File: config.mk
export PLATFORM = sky130hd
export DESIGN_NAME = cpu_run_controller_flat
export DESIGN_NICKNAME = d
export VERILOG_FILES = /design/src/rtl/cpu_run_controller_if.sv /design/src/rtl/cpu_run_controller.sv /design/src/flat_wrapper.sv
export SDC_FILE = /design/constraint.sdc
export NUM_CORES = 1
export LEC_CHECK = 0
export ABC_CLOCK_PERIOD_IN_PS = 2250
export BUFFER_PORTS_ARGS = -buffer_cell sky130_fd_sc_hd__buf_2
export CAP_MARGIN = 0
export CORE_MARGIN = 4
export CORE_UTILIZATION = 45
export CTS_CLUSTER_DIAMETER = 30
export DETAILED_ROUTE_END_ITERATION = 6
export PLACE_DENSITY = 0.81
export REMOVE_ABC_BUFFERS = 1
export SLEW_MARGIN = 20
export SYNTH_ARGS = -nofsm -noshare
export SYNTH_HDL_FRONTEND = slang
export SYNTH_SLANG_ARGS = --single-unit
File: constraint.sdc
create_clock -name clk -period 2.25 [get_ports clk]
set_input_delay 0.1125 -clock clk [delete_from_list [all_inputs] [get_ports clk]]
set_output_delay 0.1125 -clock clk [all_outputs]
set_load 0.01 [all_outputs]
File: src/rtl/cpu_run_controller_if.sv
// Run-controller bus: start request, core observation inputs, run status and trace outputs.
interface cpu_run_controller_if #(
  parameter int unsigned STEP_W = 16,
  parameter int unsigned CYC_W  = 32
);

  logic              start;
  logic              fetch_state;
  logic              instr_valid;
  logic [31:0]       pc;
  logic [31:0]       instr;

  logic              cpu_rst;
  logic              running;
  logic              finish;
  logic [1:0]        result;
  logic [STEP_W-1:0] step_count;
  logic [CYC_W-1:0]  cycle_count;
  logic              trace_valid;
  logic [31:0]       trace_pc;
  logic [31:0]       trace_instr;

  // Controller side
  modport master (
    input  start, fetch_state, instr_valid, pc, instr,
    output cpu_rst, running, finish, result, step_count, cycle_count,
           trace_valid, trace_pc, trace_instr
  );

  // Core / bench side
  modport slave (
    output start, fetch_state, instr_valid, pc, instr,
    input  cpu_rst, running, finish, result, step_count, cycle_count,
           trace_valid, trace_pc, trace_instr
  );

endinterface

File: src/rtl/cpu_run_controller.sv
// Run/supervision controller for the multi-cycle core: sequences core reset,
// counts retired instructions at fetch-state entry, emits a trace strobe per
// step and ends the run on halt, step limit or per-instruction timeout.
module cpu_run_controller #(
  parameter int unsigned RESET_CYCLES   = 2,
  parameter int unsigned MAX_STEPS      = 100,
  parameter int unsigned STEP_W         = 16,
  parameter int unsigned TIMEOUT_CYCLES = 10,
  parameter int unsigned CYC_W          = 32
) (
  input  logic                 clk,
  input  logic                 rst,
  cpu_run_controller_if.master bus
);

  localparam int unsigned RC_W = (RESET_CYCLES > 1) ? $clog2(RESET_CYCLES) : 1;
  localparam int unsigned TO_W = $clog2(TIMEOUT_CYCLES);

  localparam logic [1:0] RES_NONE    = 2'd0;
  localparam logic [1:0] RES_HALT    = 2'd1;
  localparam logic [1:0] RES_STEPS   = 2'd2;
  localparam logic [1:0] RES_TIMEOUT = 2'd3;

  typedef enum logic [1:0] {
    S_IDLE  = 2'd0,
    S_RESET = 2'd1,
    S_RUN   = 2'd2,
    S_DONE  = 2'd3
  } state_t;

  state_t            state_q, state_d;

  logic              start_q;
  logic              fetch_q, fetch_d;
  logic [RC_W-1:0]   rst_cnt_q, rst_cnt_d;
  logic [TO_W-1:0]   idle_q, idle_d;
  logic [STEP_W-1:0] step_q, step_d;
  logic [CYC_W-1:0]  cyc_q, cyc_d;
  logic [1:0]        result_q, result_d;
  logic              trace_valid_q, trace_valid_d;
  logic [31:0]       trace_pc_q, trace_pc_d;
  logic [31:0]       trace_instr_q, trace_instr_d;
  logic              cpu_rst_q, cpu_rst_d;
  logic              running_q, running_d;
  logic              finish_q, finish_d;

  logic              start_rise;
  logic              boundary;
  logic              at_max;
  logic              idle_expired;
  logic              reset_done;

  // Event decode shared by the next-state and output logic
  assign start_rise   = bus.start & ~start_q;
  assign boundary     = (state_q == S_RUN) & bus.fetch_state & ~fetch_q;
  assign at_max       = (step_q == STEP_W'(MAX_STEPS));
  assign idle_expired = (idle_q == TO_W'(TIMEOUT_CYCLES - 1));
  assign reset_done   = (rst_cnt_q == RC_W'(RESET_CYCLES - 1));

  // State register
  always_ff @(posedge clk) begin
    if (rst) begin
      state_q <= S_IDLE;
    end else begin
      state_q <= state_d;
    end
  end

  // Next-state logic; a boundary in the same cycle as idle expiry wins
  always_comb begin
    state_d = state_q;
    case (state_q)
      S_IDLE: begin
        if (start_rise) begin
          state_d = S_RESET;
        end
      end
      S_RESET: begin
        if (reset_done) begin
          state_d = S_RUN;
        end
      end
      S_RUN: begin
        if (boundary) begin
          if (at_max || !bus.instr_valid) begin
            state_d = S_DONE;
          end
        end else if (idle_expired) begin
          state_d = S_DONE;
        end
      end
      S_DONE: begin
        if (start_rise) begin
          state_d = S_RESET;
        end
      end
      default: state_d = S_IDLE;
    endcase
  end

  // Output and datapath next values; everything holds unless a state acts on it
  always_comb begin
    fetch_d       = 1'b0;
    rst_cnt_d     = rst_cnt_q;
    idle_d        = idle_q;
    step_d        = step_q;
    cyc_d         = cyc_q;
    result_d      = result_q;
    trace_valid_d = 1'b0;
    trace_pc_d    = trace_pc_q;
    trace_instr_d = trace_instr_q;

    case (state_q)
      S_IDLE, S_DONE: begin
        if (start_rise) begin
          rst_cnt_d = '0;
          idle_d    = '0;
          step_d    = '0;
          cyc_d     = '0;
          result_d  = RES_NONE;
        end
      end
      S_RESET: begin
        idle_d = '0;
        if (!reset_done) begin
          rst_cnt_d = rst_cnt_q + RC_W'(1);
        end
      end
      S_RUN: begin
        fetch_d = bus.fetch_state;
        if (~&cyc_q) begin
          cyc_d = cyc_q + CYC_W'(1);
        end
        if (boundary) begin
          if (at_max) begin
            result_d = RES_STEPS;
          end else if (!bus.instr_valid) begin
            result_d = RES_HALT;
          end else begin
            trace_valid_d = 1'b1;
            trace_pc_d    = bus.pc;
            trace_instr_d = bus.instr;
            step_d        = step_q + STEP_W'(1);
            idle_d        = '0;
          end
        end else if (idle_expired) begin
          result_d = RES_TIMEOUT;
        end else begin
          idle_d = idle_q + TO_W'(1);
        end
      end
      default: ;
    endcase

    cpu_rst_d = (state_d != S_RUN);
    running_d = (state_d == S_RUN);
    finish_d  = (state_d == S_DONE);
  end

  // Datapath and output registers
  always_ff @(posedge clk) begin
    if (rst) begin
      start_q       <= 1'b0;
      fetch_q       <= 1'b0;
      rst_cnt_q     <= '0;
      idle_q        <= '0;
      step_q        <= '0;
      cyc_q         <= '0;
      result_q      <= RES_NONE;
      trace_valid_q <= 1'b0;
      trace_pc_q    <= '0;
      trace_instr_q <= '0;
      cpu_rst_q     <= 1'b1;
      running_q     <= 1'b0;
      finish_q      <= 1'b0;
    end else begin
      start_q       <= bus.start;
      fetch_q       <= fetch_d;
      rst_cnt_q     <= rst_cnt_d;
      idle_q        <= idle_d;
      step_q        <= step_d;
      cyc_q         <= cyc_d;
      result_q      <= result_d;
      trace_valid_q <= trace_valid_d;
      trace_pc_q    <= trace_pc_d;
      trace_instr_q <= trace_instr_d;
      cpu_rst_q     <= cpu_rst_d;
      running_q     <= running_d;
      finish_q      <= finish_d;
    end
  end

  assign bus.cpu_rst     = cpu_rst_q;
  assign bus.running     = running_q;
  assign bus.finish      = finish_q;
  assign bus.result      = result_q;
  assign bus.step_count  = step_q;
  assign bus.cycle_count = cyc_q;
  assign bus.trace_valid = trace_valid_q;
  assign bus.trace_pc    = trace_pc_q;
  assign bus.trace_instr = trace_instr_q;

endmodule

File: src/flat_wrapper.sv
// flat-port wrapper written by rule: the top's interface ports become plain ports
module cpu_run_controller_flat 
#(
  parameter int unsigned RESET_CYCLES   = 2,
  parameter int unsigned MAX_STEPS      = 100,
  parameter int unsigned STEP_W         = 16,
  parameter int unsigned TIMEOUT_CYCLES = 10,
  parameter int unsigned CYC_W          = 32
)
  (clk, rst, bus_start, bus_fetch_state, bus_instr_valid, bus_pc, bus_instr, bus_cpu_rst, bus_running, bus_finish, bus_result, bus_step_count, bus_cycle_count, bus_trace_valid, bus_trace_pc, bus_trace_instr);
  cpu_run_controller_if #(.STEP_W(STEP_W), .CYC_W(CYC_W)) bus_i ();
  input  logic clk;
  input  logic rst;
  input wire logic [$bits(bus_i.start)-1:0] bus_start;
  input wire logic [$bits(bus_i.fetch_state)-1:0] bus_fetch_state;
  input wire logic [$bits(bus_i.instr_valid)-1:0] bus_instr_valid;
  input wire logic [$bits(bus_i.pc)-1:0] bus_pc;
  input wire logic [$bits(bus_i.instr)-1:0] bus_instr;
  output wire logic [$bits(bus_i.cpu_rst)-1:0] bus_cpu_rst;
  output wire logic [$bits(bus_i.running)-1:0] bus_running;
  output wire logic [$bits(bus_i.finish)-1:0] bus_finish;
  output wire logic [$bits(bus_i.result)-1:0] bus_result;
  output wire logic [$bits(bus_i.step_count)-1:0] bus_step_count;
  output wire logic [$bits(bus_i.cycle_count)-1:0] bus_cycle_count;
  output wire logic [$bits(bus_i.trace_valid)-1:0] bus_trace_valid;
  output wire logic [$bits(bus_i.trace_pc)-1:0] bus_trace_pc;
  output wire logic [$bits(bus_i.trace_instr)-1:0] bus_trace_instr;
  assign bus_i.start = bus_start;
  assign bus_i.fetch_state = bus_fetch_state;
  assign bus_i.instr_valid = bus_instr_valid;
  assign bus_i.pc = bus_pc;
  assign bus_i.instr = bus_instr;
  assign bus_cpu_rst = bus_i.cpu_rst;
  assign bus_running = bus_i.running;
  assign bus_finish = bus_i.finish;
  assign bus_result = bus_i.result;
  assign bus_step_count = bus_i.step_count;
  assign bus_cycle_count = bus_i.cycle_count;
  assign bus_trace_valid = bus_i.trace_valid;
  assign bus_trace_pc = bus_i.trace_pc;
  assign bus_trace_instr = bus_i.trace_instr;
  cpu_run_controller #(.RESET_CYCLES(RESET_CYCLES), .MAX_STEPS(MAX_STEPS), .STEP_W(STEP_W), .TIMEOUT_CYCLES(TIMEOUT_CYCLES), .CYC_W(CYC_W)) u_core (.clk(clk), .rst(rst), .bus(bus_i));
endmodule
==> impl_metrics.toml <==
[outcome]
outcome = "completed"

[power]
power_mw = 6.77
p_leak_nw = 3.30
pwr_density_cell_mw_per_mm2 = 849
peakVddDrop_v = 0.000642

[detailed_routing]
dr_wl_met3_mm = 1.00
vias = 5914
highest_layer = "met4"
dr_wl_met2_mm = 8.45
routedWlPerCell_um = 15.8
wl_mm = 17.0
drt_iter0_markers = 393
drc = 0
viasPerCell = 5.47
postRouteAntennaNets = 0
first_pass_iters = 6
met1Wirelength_mm = 6.72

[clock_network]
cts_root_buf = "clkbuf_16"
worstSkewPairLatency_ns = 0.41
htree_levels = 4
clk_pin_slew_ns = 0.05
cts_tree = "yes"
cts_buffer_depth = 2
cts_buffers = 17
clock-sinks = 127

[synthesis]
yosysWarningCount = 0
synth_area_leaders = "dfxtp_1 47%, nand2_1 11%, a21oi_1 9.4%"
post_synth.cell_area_avg_um2 = 8.12
synth-edff-count = 0
ys_types = 54
synth_area_mm2 = 0.00538
synth-seq-cells = 127
syn_inst = 663
synth_top_area_frac = 0.472
async_flop_share = 0
yosys.area.top_type = "dfxtp_1"
yosysSeqAreaShare = 0.472
synthFlopType = "dfxtp_1"

[timing]
setup_viol = 0
rsz0062_at_grt = "no"
hold_ws_ns = 0.270
hold_viol = 0
worst_slew_pin_slew_ns = 0.785
setup_slack_ns = 0.0955
fin_crit_ns = 2.15
timing.fmax_ghz = 0.464
fin_worst_skew_ns = 0.00738
drv_slew = 0
relSlewSlack = 0.477
fin_crit_sh = 0.958
setup_tns_ns = 0

[floorplanning]
die_x_um = 117
initial_core_util = 0.465
dieArea_mm2 = 0.0138
io_pins = 187
coreArea_mm2 = 0.0116
row_count = 39
die_y_um = 117

[critical_path]
cp-startpoint = "u_core.bus.cycle_count[1]"
max_stage_delay_ns = 0.53
crit_fanout = 5
endpoint_kind = "flip-flop"
slowest_stage = "or4b_4"
required_ns = 2.59
crit_path_cell_trace = "ha_1, nand4_1, or3_4, or4b_4, or3_1, a21oi_1"
r2r-start = "u_core.bus.cycle_count[1]"
cp_data_arrival_time_ns = 2.49
startpoint_type = "flip-flop"
critPathKind = "reg2reg"

[place]
placed_area_mm2 = 0.00659
dp_slack_ns = 0.0363
gp_congestion = 0.849
post-dp-hpwl_mm = 10.4
portBuffers = 186
place_inst = 983

[global_route]
track_usage = 0.244
grt_start_max_net_pins = 76
antenna_found_initial = 1
grt-ovfl-total = 0
grt_pass1_vias = 5589
grt_pass1_wl_mm = 27.7

[finish]
synthToLayoutAreaGrowth_pct = 48.1
final_core_util = 0.689
drive_above_1_share = 0.288
final_area_mm2 = 0.00797
final_cells = 1082
fin_nets = 1004

[min_path]
hold_path_class = "in2reg"
hp-start = "bus_instr_valid"

[run]
drv_cap = 0
==> layout by cell type, fill, tap and decap left out, drive strengths merged, types with 3 or more instances in the layout <==
cell         count
nand4           12
nor2            16
nor4             4
ha               8
bufinv           5
and2             3
and4             4
and3             8
mux2i            5
inv             12
nor2b            4
or4             13
or3             29
clkbuf          20
o31ai           10
dfxtp          127
nand2          161
dlygate4sd3     67
nor3             6
xnor2            3
o21ai           28
a211oi           4
buf            218
a21oi          101
nand3           22
clkinv           4
o211ai          11
==> cell families (layout without fill, tap and decap cells) <==
| group | Yosys count | in the layout | share of synthesized area |
|---|---|---|---|
| AND/OR/NAND/NOR | 294 | 294 | 0.265 |
| AO/OA/AOI/OAI | 171 | 171 | 0.188 |
| flip-flops | 127 | 127 | 0.472 |
| buffers and inverters | 53 | 328 | 0.0393 |
| adder cells (fa/ha/maj) | 8 | 8 | 0.0186 |
| XOR/XNOR | 5 | 5 | 0.00814 |
| multiplexers | 5 | 5 | 0.00930 |
| other | 0 | 1 | 0 |
==> metal layers <==
layer,vias to the layer above,GRT usage
met4,0,0.132
met3,73,0.0731
li1,2869,-
met1,2742,0.285
met2,230,0.401
met5,-,0
==> Yosys cell counts (2+ instances only) <==
cell,count
ha_1,8
nand2_1,161
a311oi_1,2
and4_1,3
o21ai_0,28
o211ai_1,11
o2111ai_1,2
clkbuf_1,24
nor3_1,6
o31ai_1,10
a41oi_1,2
a21oi_1,101
nand4_1,11
or3_1,28
or2_2,2
a211oi_1,3
xor2_1,2
nor4_1,4
nand3b_1,2
nor2b_1,4
buf_1,7
dfxtp_1,127
xnor2_1,3
nor2_1,16
inv_1,12
and3_1,8
mux2i_1,5
nand3_1,22
buf_2,9
nor3b_1,2
or4_1,13
and2_1,3
==> what timing repair did <==
item,in CTS,in global routing
hold buffers,67,0
setup endpoints to repair,0,30
buffers inserted,0,0
gates resized for setup,0,8
hold endpoints to repair,67,0
==> final timing paths <==
kind | to | slack [ns] | depth (start not counted)
max | u_core.bus.cycle_count[26] | 0.1 | 6
min | u_core.bus.step_count[1] | 0.27 | 4
max reg2reg | u_core.bus.cycle_count[26] | 0.1 | 6
min reg2reg | u_core.bus.trace_pc[31] | 0.45 | 2
==> power breakdown <==
group,internal [mW],total (mW),switching (mW)
Sequential,2.38,2.45,0.0703
Combinational,0.559,1.36,0.805
Clock,2.00,2.95,0.949
==> worst max-delay path: cells and delay by family (launching register included) <==
family / cells / cell delay (ns)
and+or+nand+nor: 4 / 1.41
DFF: 1 / 0.33
adders and majority gates: 1 / 0.20
AOI/OAI and AO/OA: 1 / 0.14
==> sequential cells by signal (all words and copies together) (netlist names), 2 cells and up <==
register and count:
u_core.idle_q 4, u_core.bus.trace_instr 32, u_core.bus.trace_pc 32, u_core.bus.cycle_count 32, u_core.bus.result 2, u_core.state_q 2
u_core.bus.step_count 16
==> cell type report <==
| cell class | count | area, um^2 |
|---|---|---|
| diodes | 1 | 2.50 |
| clock buffers | 19 | 453 |
| clock inverters | 11 | 189 |
| fillers | 859 | 3590 |
| inverters | 12 | 45.0 |
| multi-input cells | 483 | 2670 |
| flip-flops and latches | 127 | 2540 |
| well taps | 143 | 179 |
| repair buffers | 286 | 1890 |
Note: power is estimated with default switching activity, not from simulation.
